File: src/rtl/physics_step_sequencer_pkg.sv
// ============================================================================
// Module   : bounce_pkg
// Brief    : Op codes, sequencer state encoding and q8.24 format constants
//            shared by the bouncing-LED physics step sequencer.
// Revision : 1.0 - initial release
// ============================================================================
`default_nettype none

package bounce_pkg;

    typedef logic [2:0] op_code_t;

    localparam op_code_t OP_NOP       = 3'd0;
    localparam op_code_t OP_INIT      = 3'd1;
    localparam op_code_t OP_KICK      = 3'd2;
    localparam op_code_t OP_GRAVITY   = 3'd3;
    localparam op_code_t OP_INTEGRATE = 3'd4;
    localparam op_code_t OP_COLLIDE   = 3'd5;

    typedef enum logic [2:0] {
        ST_IDLE  = 3'd0,
        ST_INIT  = 3'd1,
        ST_GRAV  = 3'd2,
        ST_INTEG = 3'd3,
        ST_COLL  = 3'd4,
        ST_KICK  = 3'd5
    } state_t;

    localparam int FRAC_BITS = 24;
    localparam int INT_BITS  = 8;
    localparam int Q_WIDTH   = INT_BITS + FRAC_BITS;

    function automatic op_code_t op_of_state(input state_t s);
        op_code_t op;
        case (s)
            ST_INIT:  op = OP_INIT;
            ST_GRAV:  op = OP_GRAVITY;
            ST_INTEG: op = OP_INTEGRATE;
            ST_COLL:  op = OP_COLLIDE;
            ST_KICK:  op = OP_KICK;
            default:  op = OP_NOP;
        endcase
        return op;
    endfunction

endpackage

`default_nettype wire

File: src/rtl/physics_step_sequencer_if.sv
// ============================================================================
// Module   : physics_step_sequencer_if
// Brief    : Op handshake between the step sequencer (master) and the
//            position/velocity datapath (slave).
// Revision : 1.0 - initial release
// ============================================================================
`default_nettype none

interface physics_step_sequencer_if;

    logic                 op_valid;
    bounce_pkg::op_code_t op_code;
    logic                 delta_sel;
    logic                 op_ready;

    modport master (output op_valid, output op_code, output delta_sel, input  op_ready);
    modport slave  (input  op_valid, input  op_code, input  delta_sel, output op_ready);

endinterface

`default_nettype wire

File: src/rtl/physics_step_sequencer_sat_counter.sv
// ============================================================================
// Module   : sat_counter
// Brief    : Saturating counter; counts up to all-ones, or (DOWN=1) down to
//            zero, with synchronous clear and load.
// Revision : 1.0 - initial release
// ============================================================================
`default_nettype none

module sat_counter #(
    parameter int WIDTH = 8,
    parameter bit DOWN  = 1'b0
) (
    input  wire logic             clk,
    input  wire logic             rst,
    input  wire logic             clr,
    input  wire logic             load,
    input  wire logic [WIDTH-1:0] load_val,
    input  wire logic             en,
    output logic      [WIDTH-1:0] count
);

    logic [WIDTH-1:0] r_count;

    always_ff @(posedge clk or posedge rst) begin
        if (rst) begin
            r_count <= '0;
        end else if (clr) begin
            r_count <= '0;
        end else if (load) begin
            r_count <= load_val;
        end else if (en) begin
            if (DOWN) begin
                if (r_count != '0) r_count <= r_count - 1'b1;
            end else begin
                if (r_count != '1) r_count <= r_count + 1'b1;
            end
        end
    end

    assign count = r_count;

endmodule

`default_nettype wire

File: src/rtl/physics_step_sequencer.sv
// ============================================================================
// Module   : physics_step_sequencer
// Brief    : Arbitrates init / step tick / kick requests and issues one
//            datapath op at a time. Define KICK_RATE_LIMIT_EN for kick holdoff.
// Revision : 1.0 - initial release
// ============================================================================
`default_nettype none

module physics_step_sequencer
    import bounce_pkg::*;
#(
    parameter int KICK_HOLDOFF = 64,
    parameter int OVR_W        = 8
) (
    input  wire logic                CLOCK_50,
    input  wire logic                Reset,
    input  wire logic                tick,
    input  wire logic                kick_req,
    input  wire logic                init_req,
    physics_step_sequencer_if.master op_bus,
    output logic                     busy,
    output logic         [OVR_W-1:0] overrun_cnt
);

    if (KICK_HOLDOFF < 1 || OVR_W < 1) begin : g_param_check
        $error("physics_step_sequencer: KICK_HOLDOFF and OVR_W must be >= 1");
    end

    state_t   r_state;
    state_t   w_next_state;
    logic     r_op_valid;
    op_code_t r_op_code;
    logic     r_delta_sel;
    logic     r_busy;
    logic     r_tick_pend;
    logic     r_kick_pend;
    logic     r_init_pend;
    logic     w_accept;
    logic     w_init_now;
    logic     w_go_init;
    logic     w_clr_tick;
    logic     w_clr_kick;
    logic     w_kick_ok;
    logic     w_overrun_inc;

    assign w_accept   = r_op_valid && op_bus.op_ready;
    // An init seen anywhere during the current op diverts the chain at its handshake
    assign w_init_now = init_req || r_init_pend;

    always_comb begin
        w_next_state = r_state;
        case (r_state)
            ST_IDLE: begin
                if (init_req)         w_next_state = ST_INIT;
                else if (r_tick_pend) w_next_state = ST_GRAV;
                else if (r_kick_pend) w_next_state = ST_KICK;
            end
            ST_INIT:  if (w_accept) w_next_state = ST_IDLE;
            ST_GRAV:  if (w_accept) w_next_state = w_init_now ? ST_INIT : ST_INTEG;
            ST_INTEG: if (w_accept) w_next_state = w_init_now ? ST_INIT : ST_COLL;
            ST_COLL:  if (w_accept) w_next_state = w_init_now ? ST_INIT : ST_IDLE;
            ST_KICK:  if (w_accept) w_next_state = w_init_now ? ST_INIT : ST_IDLE;
            default:  w_next_state = ST_IDLE;
        endcase
    end

    assign w_go_init     = (w_next_state == ST_INIT) && (r_state != ST_INIT);
    assign w_clr_tick    = w_go_init || ((r_state == ST_IDLE) && (w_next_state == ST_GRAV));
    assign w_clr_kick    = w_go_init || ((r_state == ST_IDLE) && (w_next_state == ST_KICK));
    assign w_overrun_inc = tick && r_tick_pend && !w_clr_tick;

    always_ff @(posedge CLOCK_50 or posedge Reset) begin
        if (Reset) begin
            r_state     <= ST_IDLE;
            r_op_valid  <= 1'b0;
            r_op_code   <= OP_NOP;
            r_delta_sel <= 1'b0;
            r_busy      <= 1'b0;
            r_tick_pend <= 1'b0;
            r_kick_pend <= 1'b0;
            r_init_pend <= 1'b0;
        end else begin
            r_state    <= w_next_state;
            r_op_valid <= (w_next_state != ST_IDLE);
            r_op_code  <= op_of_state(w_next_state);
            r_busy     <= (w_next_state != ST_IDLE);
            if (w_accept && (r_state == ST_INIT))
                r_delta_sel <= 1'b0;
            else if (w_accept && (r_state == ST_GRAV))
                r_delta_sel <= ~r_delta_sel;
            // A pulse in the dispatch cycle re-arms its flag
            r_tick_pend <= tick || (r_tick_pend && !w_clr_tick);
            r_kick_pend <= (kick_req && w_kick_ok) || (r_kick_pend && !w_clr_kick);
            r_init_pend <= !w_go_init && (r_init_pend ||
                           (init_req && (r_state != ST_IDLE) && (r_state != ST_INIT)));
        end
    end

    sat_counter #(
        .WIDTH (OVR_W),
        .DOWN  (1'b0)
    ) u_overrun (
        .clk      (CLOCK_50),
        .rst      (Reset),
        .clr      (1'b0),
        .load     (1'b0),
        .load_val ('0),
        .en       (w_overrun_inc),
        .count    (overrun_cnt)
    );

`ifdef KICK_RATE_LIMIT_EN
    localparam int c_HO_W = (KICK_HOLDOFF < 2) ? 1 : $clog2(KICK_HOLDOFF + 1);

    logic [c_HO_W-1:0] w_holdoff;

    sat_counter #(
        .WIDTH (c_HO_W),
        .DOWN  (1'b1)
    ) u_holdoff (
        .clk      (CLOCK_50),
        .rst      (Reset),
        .clr      (w_accept && (r_state == ST_INIT)),
        .load     (w_accept && (r_state == ST_KICK)),
        .load_val (c_HO_W'(KICK_HOLDOFF)),
        .en       (w_accept && (r_state == ST_COLL)),
        .count    (w_holdoff)
    );

    assign w_kick_ok = (w_holdoff == '0);
`else
    assign w_kick_ok = 1'b1;
`endif

    assign op_bus.op_valid  = r_op_valid;
    assign op_bus.op_code   = r_op_code;
    assign op_bus.delta_sel = r_delta_sel;
    assign busy             = r_busy;

endmodule

`default_nettype wire

File: src/flat_wrapper.sv
// flat-port wrapper written by rule: the top's interface ports become plain ports
module physics_step_sequencer_flat import bounce_pkg::*;
#(
    parameter int KICK_HOLDOFF = 64,
    parameter int OVR_W        = 8
)
  (CLOCK_50, Reset, tick, kick_req, init_req, busy, overrun_cnt, op_bus_op_valid, op_bus_op_code, op_bus_delta_sel, op_bus_op_ready);
  physics_step_sequencer_if op_bus_i ();
  input  wire logic CLOCK_50;
  input  wire logic Reset;
  input  wire logic tick;
  input  wire logic kick_req;
  input  wire logic init_req;
  output logic busy;
  output logic         [OVR_W-1:0] overrun_cnt;
  output wire logic [$bits(op_bus_i.op_valid)-1:0] op_bus_op_valid;
  output wire logic [$bits(op_bus_i.op_code)-1:0] op_bus_op_code;
  output wire logic [$bits(op_bus_i.delta_sel)-1:0] op_bus_delta_sel;
  input wire logic [$bits(op_bus_i.op_ready)-1:0] op_bus_op_ready;
  assign op_bus_op_valid = op_bus_i.op_valid;
  assign op_bus_op_code = op_bus_i.op_code;
  assign op_bus_delta_sel = op_bus_i.delta_sel;
  assign op_bus_i.op_ready = op_bus_op_ready;
  physics_step_sequencer #(.KICK_HOLDOFF(KICK_HOLDOFF), .OVR_W(OVR_W)) u_core (.CLOCK_50(CLOCK_50), .Reset(Reset), .tick(tick), .kick_req(kick_req), .init_req(init_req), .op_bus(op_bus_i), .busy(busy), .overrun_cnt(overrun_cnt));
endmodule
File: config.mk
export PLATFORM = sky130hd
export DESIGN_NAME = physics_step_sequencer_flat
export DESIGN_NICKNAME = d
export VERILOG_FILES = /design/src/rtl/physics_step_sequencer_pkg.sv /design/src/rtl/physics_step_sequencer_if.sv /design/src/rtl/physics_step_sequencer_sat_counter.sv /design/src/rtl/physics_step_sequencer.sv /design/src/flat_wrapper.sv
export SDC_FILE = /design/constraint.sdc
export NUM_CORES = 1
export LEC_CHECK = 0
export BUFFER_PORTS_ARGS = -buffer_cell sky130_fd_sc_hd__buf_2
export CORE_MARGIN = 4
export CORE_UTILIZATION = 50
export CTS_CLUSTER_DIAMETER = 30
export DETAILED_ROUTE_END_ITERATION = 16
export PLACE_DENSITY = 0.73
export REMOVE_ABC_BUFFERS = 1
export SYNTH_ARGS = -nofsm -noshare
export SYNTH_HDL_FRONTEND = slang
export SYNTH_SLANG_ARGS = --single-unit
export TNS_END_PERCENT = 100
File: constraint.sdc
create_clock -name CLOCK_50 -period 4.6 [get_ports CLOCK_50]
set_input_delay 0.46 -clock CLOCK_50 [delete_from_list [all_inputs] [get_ports CLOCK_50]]
set_output_delay 0.46 -clock CLOCK_50 [all_outputs]
set_load 0.01 [all_outputs]
* Word level (Yosys, flattened, before mapping)
Cells that the tools add are included.
W data, S select, Z words.
** Cells by class
- Add/sub/neg operators :: 1
- Multipliers :: 0
- Divide/modulo/power cells :: 0
- Order comparisons :: 0
- Equal/unequal tests :: 12
- Shift-type cells :: 0
- Multiplexer cells :: 14
- Bitwise operators :: 1
- Reduce and logical (&&, ||, !) cells :: 28
** Operator list (count)
- $pmux W3 S5 :: 2
- $mux W3 :: 8
- $logic_and A1 B1 Y1 :: 13
- $eq A3 B2 Y1 const B :: 4
- $eq A3 B3 Y1 const B :: 4
- $add A8 B1 Y8 const B :: 1
- $ne A8 B8 Y1 const B :: 1
- $eq A3 B1 Y1 const B :: 2
- $logic_or A1 B1 Y1 :: 6
- $reduce_bool A3 Y1 :: 2
- $logic_not A1 Y1 :: 3
- $logic_not A3 Y1 :: 1
- $mux W1 :: 3
- $ne A3 B1 Y1 const B :: 1
- $mux W2 :: 1
- $reduce_and A2 Y1 :: 1
- $reduce_bool A2 Y1 :: 1
- $reduce_or A2 Y1 :: 1
- $not A1 Y1 :: 1
** Word-level totals
- Bits in registers :: 19
- Bits in latches :: 0
- Bits in writable memories :: 0
- Memory bits (read-only) :: 0
- Output and inout port bits :: 14
- Memories :: 0

* Depth between registers and ports, before layout
Gate-level depths: netlist of the first run.
- Depth after elaboration :: 10
- Depth in mapped cells :: 7

* Cells and area by module
From an unflattened synthesis of the first run, not the netlist that was laid out.
** Second synthesis, totals
- Cells, all modules :: 125
- Area, all modules :: 1234.9 um2
** Modules (own cells, without submodules)
- physics_step_sequencer :: instances 1, cells an instance 68, area each 706.9 um2, sequential area each 275.3 um2
- sat_counter :: instances 1, cells an instance 57, area each 528.0 um2, sequential area each 200.2 um2

* Worst setup path after synthesis of the first run
OpenSTA, ideal clock, no wires.
- Kind :: input to register
- Start point :: input port init_req
- End point :: register u_core.u_overrun.r_count[1] (netlist: u_core.u_overrun.count[1])
- Setup time :: 0.128 ns
- Arrival time :: 1.833 ns
- Path slack :: 2.639 ns
- Stages :: 6
- Buffers on the path :: 0
- Path through :: o211ai_1 > o32ai_2 > a211oi_2 > nor3_4 > nor3b_2 > mux2_1
** On the way
- Longest elaborated chain between the ends :: 10
- Elaborated cells on any way between the ends :: 17
** Ends and longest elaborated chain
- start: declaration :: line flat_wrapper.sv:13 : input wire logic init_req;
- $logic_or A1 B1 Y1 :: line physics_step_sequencer.sv:48 : assign w_init_now = init_req || r_init_pend;
- $mux W1 (tied with other cells) :: line physics_step_sequencer.sv:61, physics_step_sequencer.sv:62
- $mux W3 (on tied branches)
- $pmux W3 S5 * :: line physics_step_sequencer.sv:52 : case (r_state)
- $eq A3 B1 Y1 / $eq A3 B2 Y1 (equally long branches) :: line physics_step_sequencer.sv:67, physics_step_sequencer.sv:68
- $logic_and A1 B1 Y1 (on tied branches) :: line physics_step_sequencer.sv:67, physics_step_sequencer.sv:68
- $logic_or A1 B1 Y1 * :: line physics_step_sequencer.sv:68 : assign w_clr_tick = w_go_init || ((r_state == ST_IDLE) && (w_next_state == ST_GRAV));
- $logic_not A1 Y1 * :: line physics_step_sequencer.sv:70 : assign w_overrun_inc = tick && r_tick_pend && !w_clr_tick;
- $logic_and A1 B1 Y1 * :: line physics_step_sequencer.sv:70
- $reduce_and A2 Y1 (no line) *
- end signal: assignment :: line physics_step_sequencer_sat_counter.sv:30 : r_count <= load_val;
- end signal: assignment :: line physics_step_sequencer_sat_counter.sv:33 : if (r_count != '0) r_count <= r_count - 1'b1;
- end signal: assignment :: line physics_step_sequencer_sat_counter.sv:35 : if (r_count != '1) r_count <= r_count + 1'b1;
- end: declaration :: line physics_step_sequencer_sat_counter.sv:22 : logic [WIDTH-1:0] r_count;
Every way passes the cells marked *; elsewhere a longest branch is shown, timed or not.
A chain may end at the register's enable or synchronous reset.

* Worst setup path in the final report of the first run
- Start point :: register u_core.r_state[1]
- End point :: register u_core.u_overrun.r_count[1] (netlist: u_core.u_overrun.count[1])
** On the way
- Longest elaborated chain between the ends :: 10
- Elaborated cells on any way between the ends :: 24
** Ends and longest elaborated chain
- start: declaration :: line physics_step_sequencer.sv:29 : state_t r_state;
- start signal: assignment :: line physics_step_sequencer.sv:83 : r_state <= w_next_state;
- $mux W3 :: line physics_step_sequencer.sv:56 : else if (r_kick_pend) w_next_state = ST_KICK;
- $mux W3 :: line physics_step_sequencer.sv:55 : else if (r_tick_pend) w_next_state = ST_GRAV;
- $mux W3 :: line physics_step_sequencer.sv:54 : if (init_req) w_next_state = ST_INIT;
- $pmux W3 S5 :: line physics_step_sequencer.sv:52
- $eq A3 B1 Y1 / $eq A3 B2 Y1 (equally long branches) :: line physics_step_sequencer.sv:67, physics_step_sequencer.sv:68
- $logic_and A1 B1 Y1 (on tied branches) :: line physics_step_sequencer.sv:67, physics_step_sequencer.sv:68
- $logic_or A1 B1 Y1 * :: line physics_step_sequencer.sv:68
- $logic_not A1 Y1 * :: line physics_step_sequencer.sv:70
- $logic_and A1 B1 Y1 * :: line physics_step_sequencer.sv:70
- $reduce_and A2 Y1 (no line) *
Marked as above.

==> flow_summary.ini, run 1 <==
[die]
rows = 16
die_h_um = 53.3
coreArea_um2 = 1960
die_w_um = 53.3
initial_core_util_pct = 52.3
ioPinCount = 20
dieArea_um2 = 2840

[synth]
ys_types = 36
syn_inst = 104
yosysTopAreaCell = dfrtp_1
synthArstFlopShare_pct = 100
avgSynthCellArea_um2 = 9.87
yosysTopAreaCellShare_pct = 46.3
ys.flop_type = dfrtp_1
synth_enable_flop_cells = 0
yosys-top-cells-area = dfrtp_1 (46%), nor2_1 (5.1%), xor2_1 (5.1%)
yosysWarnings = 0
ys_ff_latch = 19
synth_area_um2 = 1030
ys_seq_area_share_pct = 46.3

[drt]
routed_wl_um = 1950
viasPerCell = 5.48
antenna_left = 0
firstDrtPassIters = 4
routedWlPerCell_um = 12.9
drc_errors = 0
drt_iter0_drc = 26
vias = 828

[worst_setup_path]
r2r_start = u_core.r_state[1]
r2r_slack_ns = 2.43
cp.arrival_ns = 2.34
rr_worst_depth = 6
endpoint_kind = flip-flop
start_kind = flip-flop
reg2reg_to = u_core.u_overrun.count[1]
required_ns = 4.78
critPathMaxFanout = 15
critPathKind = flip-flop to flip-flop

[finish]
multi_input_area_um2 = 500
fillers = 192
fin_util_pct = 59.2
antenna_cells = 0
final-seq-area_um2 = 475
area.growth.synth_to_final_pct = 13.2
drive_gt1_share_pct = 24.2
fin_nets = 132

[timing]
fin_tns_setup_ns = 0
maxSlewViolCount = 0
rsz0062_at_grt = false
post-route-period-util_pct = 47.1
hold_viol_final = 0
skew_ns = 0.00614
max_clock_freq_mhz = 462
max_slew_margin_pct = 54.2
worst_pin_slew_ns = 0.687
min_period_ns = 2.17
setup_viol = 0

[run_status]
status = complete, no violations

[cts]
path_clk_slew_ns = 0.11
cts_buffers = 3
cts_setup_buffers = 0
cts_sinks = 19
cts_tree = yes
cts_root_buf = clkbuf_4
cts_buffer_depth = 2
clock_latency_ns = 0.29
cts_hold_repair.buffers = 0
cts_resized = 0
htreeDepth = 1

[global_route]
grt_pass1_vias = 801
antenna_found_initial = 0
grt_overflow = 0
grt_max_degree = 20
track_usage_pct = 16.6
grt_pass1_wl_um = 3510

[run]
maxCapViolCount = 0

[power_and_ir_drop]
powerDensity_nw_per_um2 = 682
vdd_drop_max_uv = 397
p_leak_nw = 0.568

[placement]
place_congestion = 0.898
io_buffers = 19
hpwl_um = 1510

[min_path]
hold_path.class = input pin to asynchronous set/reset pin
[power breakdown]
part           leakage, nW  total [mW]  internal [mW]  switching (mW)
sequential           0.226       0.332          0.241          0.0907
clock               0.0150      0.0817         0.0337          0.0480
combinational        0.327       0.379          0.158           0.221
[per-stage QoR]
stage / total power, mW / setup WS, ns / instance area, um2 / cells / hold slack (ns)
floorplan: 0.598 / 2.63 / 1010 / 101 / 0.411
global placement: 0.703 / 2.41 / 1130 / 147 / 0.477
detailed placement: 0.716 / 2.31 / 1130 / 147 / 0.503
CTS: 0.801 / 2.42 / 1160 / 151 / 0.280
global route: 0.863 / 2.18 / 1160 / 151 / 0.325
finish: 0.792 / 2.43 / 1160 / 151 / 0.255
[routing by layer]
layer  part of all wire, %  global-route usage [%]  wire (um)  vias to the layer above
li1                      -                       -          -                      408
met1                    46                    23.2        896                      395
met2                    47                    24.7        918                       21
met3                   5.9                    4.51        115                        4
met4                   1.2                    5.11         24                        0
met5                     0                       0          0                        -
[worst max-delay path by stage]
stage / startpoint / to / slack, ns
after floorplan: u_core.r_state[1] / u_core.u_overrun.count[1] / 2.63
after global placement: init_req / u_core.u_overrun.count[1] / 2.41
after detailed placement: init_req / u_core.u_overrun.count[1] / 2.31
after CTS: u_core.r_state[1] / u_core.u_overrun.count[1] / 2.42
after global routing: u_core.r_state[1] / u_core.u_overrun.count[6] / 2.18
final: u_core.r_state[1] / u_core.u_overrun.count[1] / 2.43
[cells in the final DEF (no fill, tap or decap), types with 2 or more instances in the layout]
| cell | netlist | final |
|---|---|---|
| a21oi_1 | 2 | 2 |
| buf_2 | 1 | 19 |
| nand4_1 | 4 | 4 |
| inv_1 | 8 | 8 |
| nor2_1 | 14 | 14 |
| mux2i_1 | 2 | 2 |
| nor4b_2 | 2 | 2 |
| clkbuf_4 | 0 | 3 |
| nand2_1 | 12 | 12 |
| xor2_1 | 6 | 6 |
| dfrtp_1 | 19 | 19 |
| a31oi_1 | 2 | 2 |
| nand2b_1 | 3 | 3 |
| nand3_1 | 5 | 5 |
[sequential cells by signal, summed over array words and instances, names as in the netlist]
register                 cells
u_core.op_bus.delta_sel      1
u_core.op_bus.op_code        3
u_core.op_bus.op_valid       1
u_core.r_init_pend           1
u_core.r_kick_pend           1
u_core.r_state               3
u_core.r_tick_pend           1
u_core.u_overrun.count       8
[final cells by class]
cell class / count / share of cell area [%]
multi-input combinational: 74 / 43.1
timing repair buffer: 19 / 8.19
clock buffer: 4 / 2.26
sequential: 19 / 40.9
tap: 27 / 2.91
inverter: 8 / 2.59
[synth_stat cells, types with 2 or more instances]
master,number
nor4b_2,2
a31oi_1,2
xor2_1,6
inv_1,8
nor2_1,14
dfrtp_1,19
mux2i_1,2
nand3_1,5
nand4_1,4
buf_4,2
nand2b_1,3
a21oi_1,2
nand2_1,12
[kinds of logic (layout without fill, tap and decap cells)]
group                    after synthesis  count (layout)  synth area share [%]
flip-flops                            19              19                  46.3
multiplexers                           3               3                  3.05
AO/OA/AOI/OAI                         15              15                  11.7
buffers and inverters                 11              31                  4.88
XOR/XNOR                               7               7                  5.98
AND/OR/NAND/NOR                       48              48                  26.8
adder cells (fa/ha/maj)                1               1                  1.22
[critical path, cell delays in order (launching register included)]
cell      delay, ns
dfrtp_1        0.60
nand2b_1       0.19
o32ai_2        0.08
a211oi_2       0.42
nor3_4         0.16
nor3b_2        0.26
mux2_1         0.34
Power figures use the tool's default switching activity.
==> run 2, diff against run 1 <==
Settings changed: ABC_AREA set to 1, PLACE_DENSITY 0.73 to 0.72.
Clock period 4.6 ns to 2.1 ns, I/O delays scaled along.
==> run 2 against run 1 <==
  * Count of clock-buffer cells in the layout unchanged
  * Largest cell class unchanged
  * Core utilization decreased by 0.70 points
  * Largest power group unchanged
  * Die area increased by 9.7%
  * Area after synthesis increased by 11%
  * Routed wire length increased by 12%
  * Register-to-register slack got worse by 2.0 ns
==> flow_summary.ini, run 2 <==
[drt]
routedWlPerCell_um = 11.3
vias = 990
antenna_left = 0
firstDrtPassIters = 6
drc_errors = 0
drt_iter0_drc = 11
viasPerCell = 5.10
routed_wl_um = 2190

[worst_setup_path]
slowest_delay_ns = 0.49
critPathKind = flip-flop to flip-flop
r2r_slack_ns = 0.45
critPathSlowestCell = dfrtp_1
crit_family = simple AND/OR/NAND/NOR gates
reg2reg_to = u_core.u_overrun.count[2]
required_ns = 2.33
critPathMaxFanout = 9
endpoint_kind = flip-flop
crit_top_cell = nor2_4
crit_buf_inv = 0
path_cells = nor2_2, nand3_2, nor2_2, nor2_4, nand2_2, nor2_4, nor2_4, nand4_1, nand2_1
start_kind = flip-flop
rr_worst_depth = 9
cp.arrival_ns = 1.88
r2r_start = u_core.r_state[0]

[finish]
drive_gt1_share_pct = 27.7
final_cell_mix = nand2_1 (40), buf_2 (19), dfrtp_1 (19)
fin_area_um2 = 1280
final_cells = 194
fin_util_pct = 58.5
area.growth.synth_to_final_pct = 12.0
fillers = 208
largest_reg_flops = 8
fin_nets = 174
antenna_cells = 0
mostFrequentLayoutCell = nand2_1

[run]
maxCapViolCount = 0

[timing]
postLayoutSetupSlackWorst_ns = 0.448
rsz0062_at_grt = false
min_period_ns = 1.65
fin_tns_setup_ns = 0
hold_ws_ns = 0.0171
post-route-period-util_pct = 78.7
hold_viol_final = 0
skew_ns = 0.00332
maxSlewViolCount = 0
setup_viol = 0
max_slew_margin_pct = 53.1
worst_pin_slew_ns = 0.703
max_clock_freq_mhz = 605

[die]
die_h_um = 55.8
coreArea_um2 = 2190
initial_core_util_pct = 52.2
ioPinCount = 20
die_w_um = 55.8
dieArea_um2 = 3120
rows = 17

[placement]
pre_cts_ws_ns = 0.474
hpwl_um = 1720
dp.cells = 190
place_area_um2 = 1250
place_congestion = 0.855
io_buffers = 19

[cts]
cts_buffer_depth = 2
path_clk_slew_ns = 0.10
htreeDepth = 1
cts_setup_buffers = 0
cts_sinks = 19
cts_resized = 0
clock_latency_ns = 0.28
cts_root_buf = clkbuf_4
cts_tree = yes
cts_buffers = 3
cts_hold_repair.buffers = 0

[global_route]
grt_max_degree = 20
grt_pass1_vias = 1002
grt_overflow = 0
antenna_found_initial = 0
grt_pass1_wl_um = 4000
track_usage_pct = 15.5

[power_and_ir_drop]
switchingPower_mw = 0.955
p_int_mw = 0.976
switching_share_pct = 49.5
sequentialPowerShare_pct = 33.2
clkPwrFrac_pct = 9.2
power_mw = 1.93
comb_power_share_pct = 57.7
p_leak_nw = 0.689
powerDensity_nw_per_um2 = 1510
vdd_drop_max_uv = 674

[synth]
synth.most_common_cell = nand2_1
yosysWarnings = 0
ys_ff_latch = 19
syn_inst = 145
ys_seq_area_share_pct = 41.6
ys.flop_type = dfrtp_1
synth_enable_flop_cells = 0
yosys-top-cells-area = dfrtp_1 (42%), nand2_1 (13%), nor2_4 (4.9%)
yosysTopAreaCellShare_pct = 41.6
synth_area_um2 = 1140
synthArstFlopShare_pct = 100
yosysTopAreaCell = dfrtp_1
avgSynthCellArea_um2 = 7.89
synth_common_cells = nand2_1 (40), dfrtp_1 (19), inv_1 (12), nor2_1 (11), inv_2 (9)
ys_types = 26

[run_status]
status = complete, no violations

[min_path]
hold_path.class = input pin to asynchronous set/reset pin
[run 2: power by group through the flow]
stage | combinational [mW] | sequential (mW) | clock, mW
after global routing | 1.26 | 0.669 | 0.200
after detailed placement | 1.12 | 0.646 | 0
after floorplan | 0.820 | 0.677 | 0
after global placement | 1.10 | 0.640 | 0
after CTS | 1.13 | 0.640 | 0.182
final | 1.11 | 0.641 | 0.177
[run 2: worst reg2reg max path, stage by stage (launching register included)]
cell and delay (ns):
dfrtp_1 0.49, nor2_2 0.16, nand3_2 0.12, nor2_2 0.21, nor2_4 0.09, nand2_2 0.09
nor2_4 0.05, nor2_4 0.20, nand4_1 0.12, nand2_1 0.08
[run 2: worst max-delay path by stage]
stage	start	to	slack, ns	depth (start not counted)
2_1_floorplan	u_core.op_bus.op_valid	u_core.r_tick_pend	0.56	10
3_3_place_gp	u_core.u_overrun.count[0]	u_core.u_overrun.count[7]	0.47	9
3_5_place_dp	u_core.r_state[1]	u_core.r_tick_pend	0.47	9
4_1_cts	u_core.r_state[1]	u_core.r_tick_pend	0.46	9
5_1_grt	u_core.op_bus.op_valid	u_core.u_overrun.count[0]	0.23	11
6_report	u_core.r_state[0]	u_core.u_overrun.count[2]	0.45	9
[run 2: final cells by class]
class	instances	area, um2	share of cell area, %
Inverter	22	82.6	6.45
Multi-Input combinational cell	102	567	44.2
Tap cell	28	35.0	2.73
Timing Repair Buffer	19	95.1	7.42
Clock buffer	4	26.3	2.05
Sequential cell	19	475	37.1
[run 2: kinds of logic after synthesis]
kind of cell / after synthesis / share of synthesized area (%)
flops: 19 / 41.6
xor+xnor: 5 / 3.83
fa+ha+maj: 1 / 1.09
simple gates: 85 / 39.3
buf+inv: 24 / 8.86
compound gates: 11 / 5.36
[run 2: routing by layer]
layer  vias to the layer above  part of all wire [%]  routed length (um)  GRT usage, %
li1                        506                     -                   -             -
met5                         -                     0                   0             0
met4                         0                   1.6                  35          5.76
met3                         4                   4.0                  87          2.55
met1                       455                    44                 958          18.6
met2                        25                    51                1110          27.5
==> run 3, diff against run 2 <==
Clock period 2.1 ns to 1.6 ns, I/O delays scaled along.
==> run 3 against run 2 <==
  * Highest routed layer unchanged
  * First-iteration DRC count rose to 3.0 times the previous value
  * Critical endpoint is now u_core.u_overrun.count[7]
  * Final cell count rose by 6.7%
  * Clock power rose by 33%
  * Critical path type unchanged
  * Sequential share of layout area fell by 4.0 points
==> flow_summary.ini, run 3 (synthesized netlist as in run 2, its figures left out) <==
[die]
dieArea_um2 = 3120
die_h_um = 55.8
rows = 17
die_w_um = 55.8
ioPinCount = 20
coreArea_um2 = 2190
initial_core_util_pct = 52.2

[worst_setup_path]
crit_family = simple AND/OR/NAND/NOR gates
r2r_start = u_core.r_state[1]
critPathMaxFanout = 7
start_kind = flip-flop
worstSetupEndpoint = u_core.u_overrun.count[7]
critPathSlowestCell = dfrtp_1
critPathKind = flip-flop to flip-flop
rr_worst_depth = 10
cp.depth = 10
critPathLaunch = u_core.r_state[1]
crit_buf_inv = 1
reg2reg_to = u_core.u_overrun.count[7]
endpoint_kind = flip-flop
slowest_delay_ns = 0.40
cp.arrival_ns = 1.76
required_ns = 1.79
crit_top_cell = nor2_4
r2r_slack_ns = 0.03
path_cells = inv_2, nor2_1, nor2_1, nor2_4, nor2_4, nand2_4, nor2_4, nor2_4, nand4_1, nand2_1

[timing]
skew_ns = 0.000732
setup_viol = 0
hold_viol_final = 0
max_clock_freq_mhz = 637
rsz0062_at_grt = true
worst_pin_slew_ns = 0.344
max_slew_margin_pct = 76.9
min_period_ns = 1.57
maxSlewViolCount = 0
post-route-period-util_pct = 98.1

[power_and_ir_drop]
powerDensity_nw_per_um2 = 2030
p_leak_nw = 0.755
power_mw = 2.94
vdd_drop_max_uv = 1180

[global_route]
grt_pass1_wl_um = 3970
antenna_found_initial = 0
grt_overflow = 0
track_usage_pct = 15.7
grt_pass1_vias = 950
grt_max_degree = 20

[finish]
fin_util_pct = 66.1
mostFrequentLayoutCell = nand2_1
largest_reg_flops = 8
final_cell_mix = nand2_1 (34), buf_2 (19), dfrtp_1 (16)
fillers = 192
fin_nets = 187
drive_gt1_share_pct = 40.2
area.growth.synth_to_final_pct = 26.7
antenna_cells = 0

[cts]
cts_root_buf = clkbuf_4
cts_tree = yes
htreeDepth = 1
cts_buffers = 3
clock_latency_ns = 0.29
path_clk_slew_ns = 0.10
cts_buffer_depth = 2
cts_sinks = 19

[run]
maxCapViolCount = 0

[drt]
antenna_left = 0
firstDrtPassIters = 6
viasPerCell = 4.95
drc_errors = 0
drt_iter0_drc = 33
routed_wl_um = 2470
routedWlPerCell_um = 11.9
vias = 1024

[placement]
hpwl_um = 1790
io_buffers = 19
place_congestion = 0.826

[min_path]
hold_path.class = input pin to flip-flop
hold_depth = 2

[run_status]
status = complete, no violations
## run 3: cell types whose count changed in the layout (fill, tap and decap cells not counted), sizes merged
cell	before	now
buf	19	30
dlygate4sd3	0	1
nor2	18	19
## run 3: worst min path at each step
stage / start / end / slack (ns)
after detailed placement: Reset / u_core.u_overrun.count[7] / 0.19
after global routing: tick / u_core.r_tick_pend / 0.07
after global placement: Reset / u_core.u_overrun.count[7] / 0.19
final: tick / u_core.r_tick_pend / 0.06
after CTS: tick / u_core.r_tick_pend / 0.05
after floorplan: Reset / u_core.op_bus.delta_sel / 0.11
## run 3: per-layer routing
metal	global-route usage (%)	wire, um	vias to the layer above
met2	27.4	1270	15
met3	2.32	65	2
met1	19.3	1120	477
met4	6.44	12	0
li1	-	-	530
met5	0	0	-
## run 3: layout make-up
class | count | area (um2) | area share (%)
clock buffer | 4 | 26.3 | 1.81
multi-input combinational | 103 | 636 | 43.9
tap | 28 | 35.0 | 2.42
timing repair buffer | 31 | 188 | 13.0
inverter | 22 | 85.1 | 5.87
sequential | 19 | 479 | 33.1
## run 3: worst reg2reg max path, stage by stage (launching register included)
cell and delay [ns]:
dfrtp_1 0.40, inv_2 0.12, nor2_1 0.05, nor2_1 0.18, nor2_4 0.06, nor2_4 0.15, nand2_4 0.09, nor2_4 0.19
nor2_4 0.09, nand4_1 0.08, nand2_1 0.06
## run 3: timing repair
| action | in CTS | in global routing |
|---|---|---|
| gates cloned | 0 | 1 |
| hold endpoints to repair | 19 | 0 |
| setup endpoints to repair | 8 | 9 |
| resized for setup | 5 | 17 |
| pin swaps | 0 | 11 |
| hold buffers | 1 | 0 |
| buffers inserted | 0 | 5 |
## run 3: power breakdown
group	leakage [nW]	internal (mW)	switching (mW)	total (mW)
clock	0.0150	0.0969	0.138	0.235
combinational	0.505	0.736	1.11	1.84
sequential	0.235	0.674	0.185	0.860
total	0.755	1.51	1.43	2.94
## run 3: through the flow
| stage | setup TNS [ns] | hold slack (ns) | cells | setup slack [ns] | area, um2 |
|---|---|---|---|---|---|
| 4_1_cts | -0.00448 | 0.0490 | 201 | -0.00448 | 1350 |
| 5_1_grt | -0.717 | 0.0680 | 207 | -0.0988 | 1450 |
| 3_3_place_gp | 0 | 0.187 | 196 | 0.0461 | 1300 |
| 6_report | 0 | 0.0595 | 207 | 0.0296 | 1450 |
| 3_5_place_dp | -0.0186 | 0.190 | 196 | -0.00925 | 1300 |
| 2_1_floorplan | 0 | 0.111 | 143 | 0.0617 | 1120 |
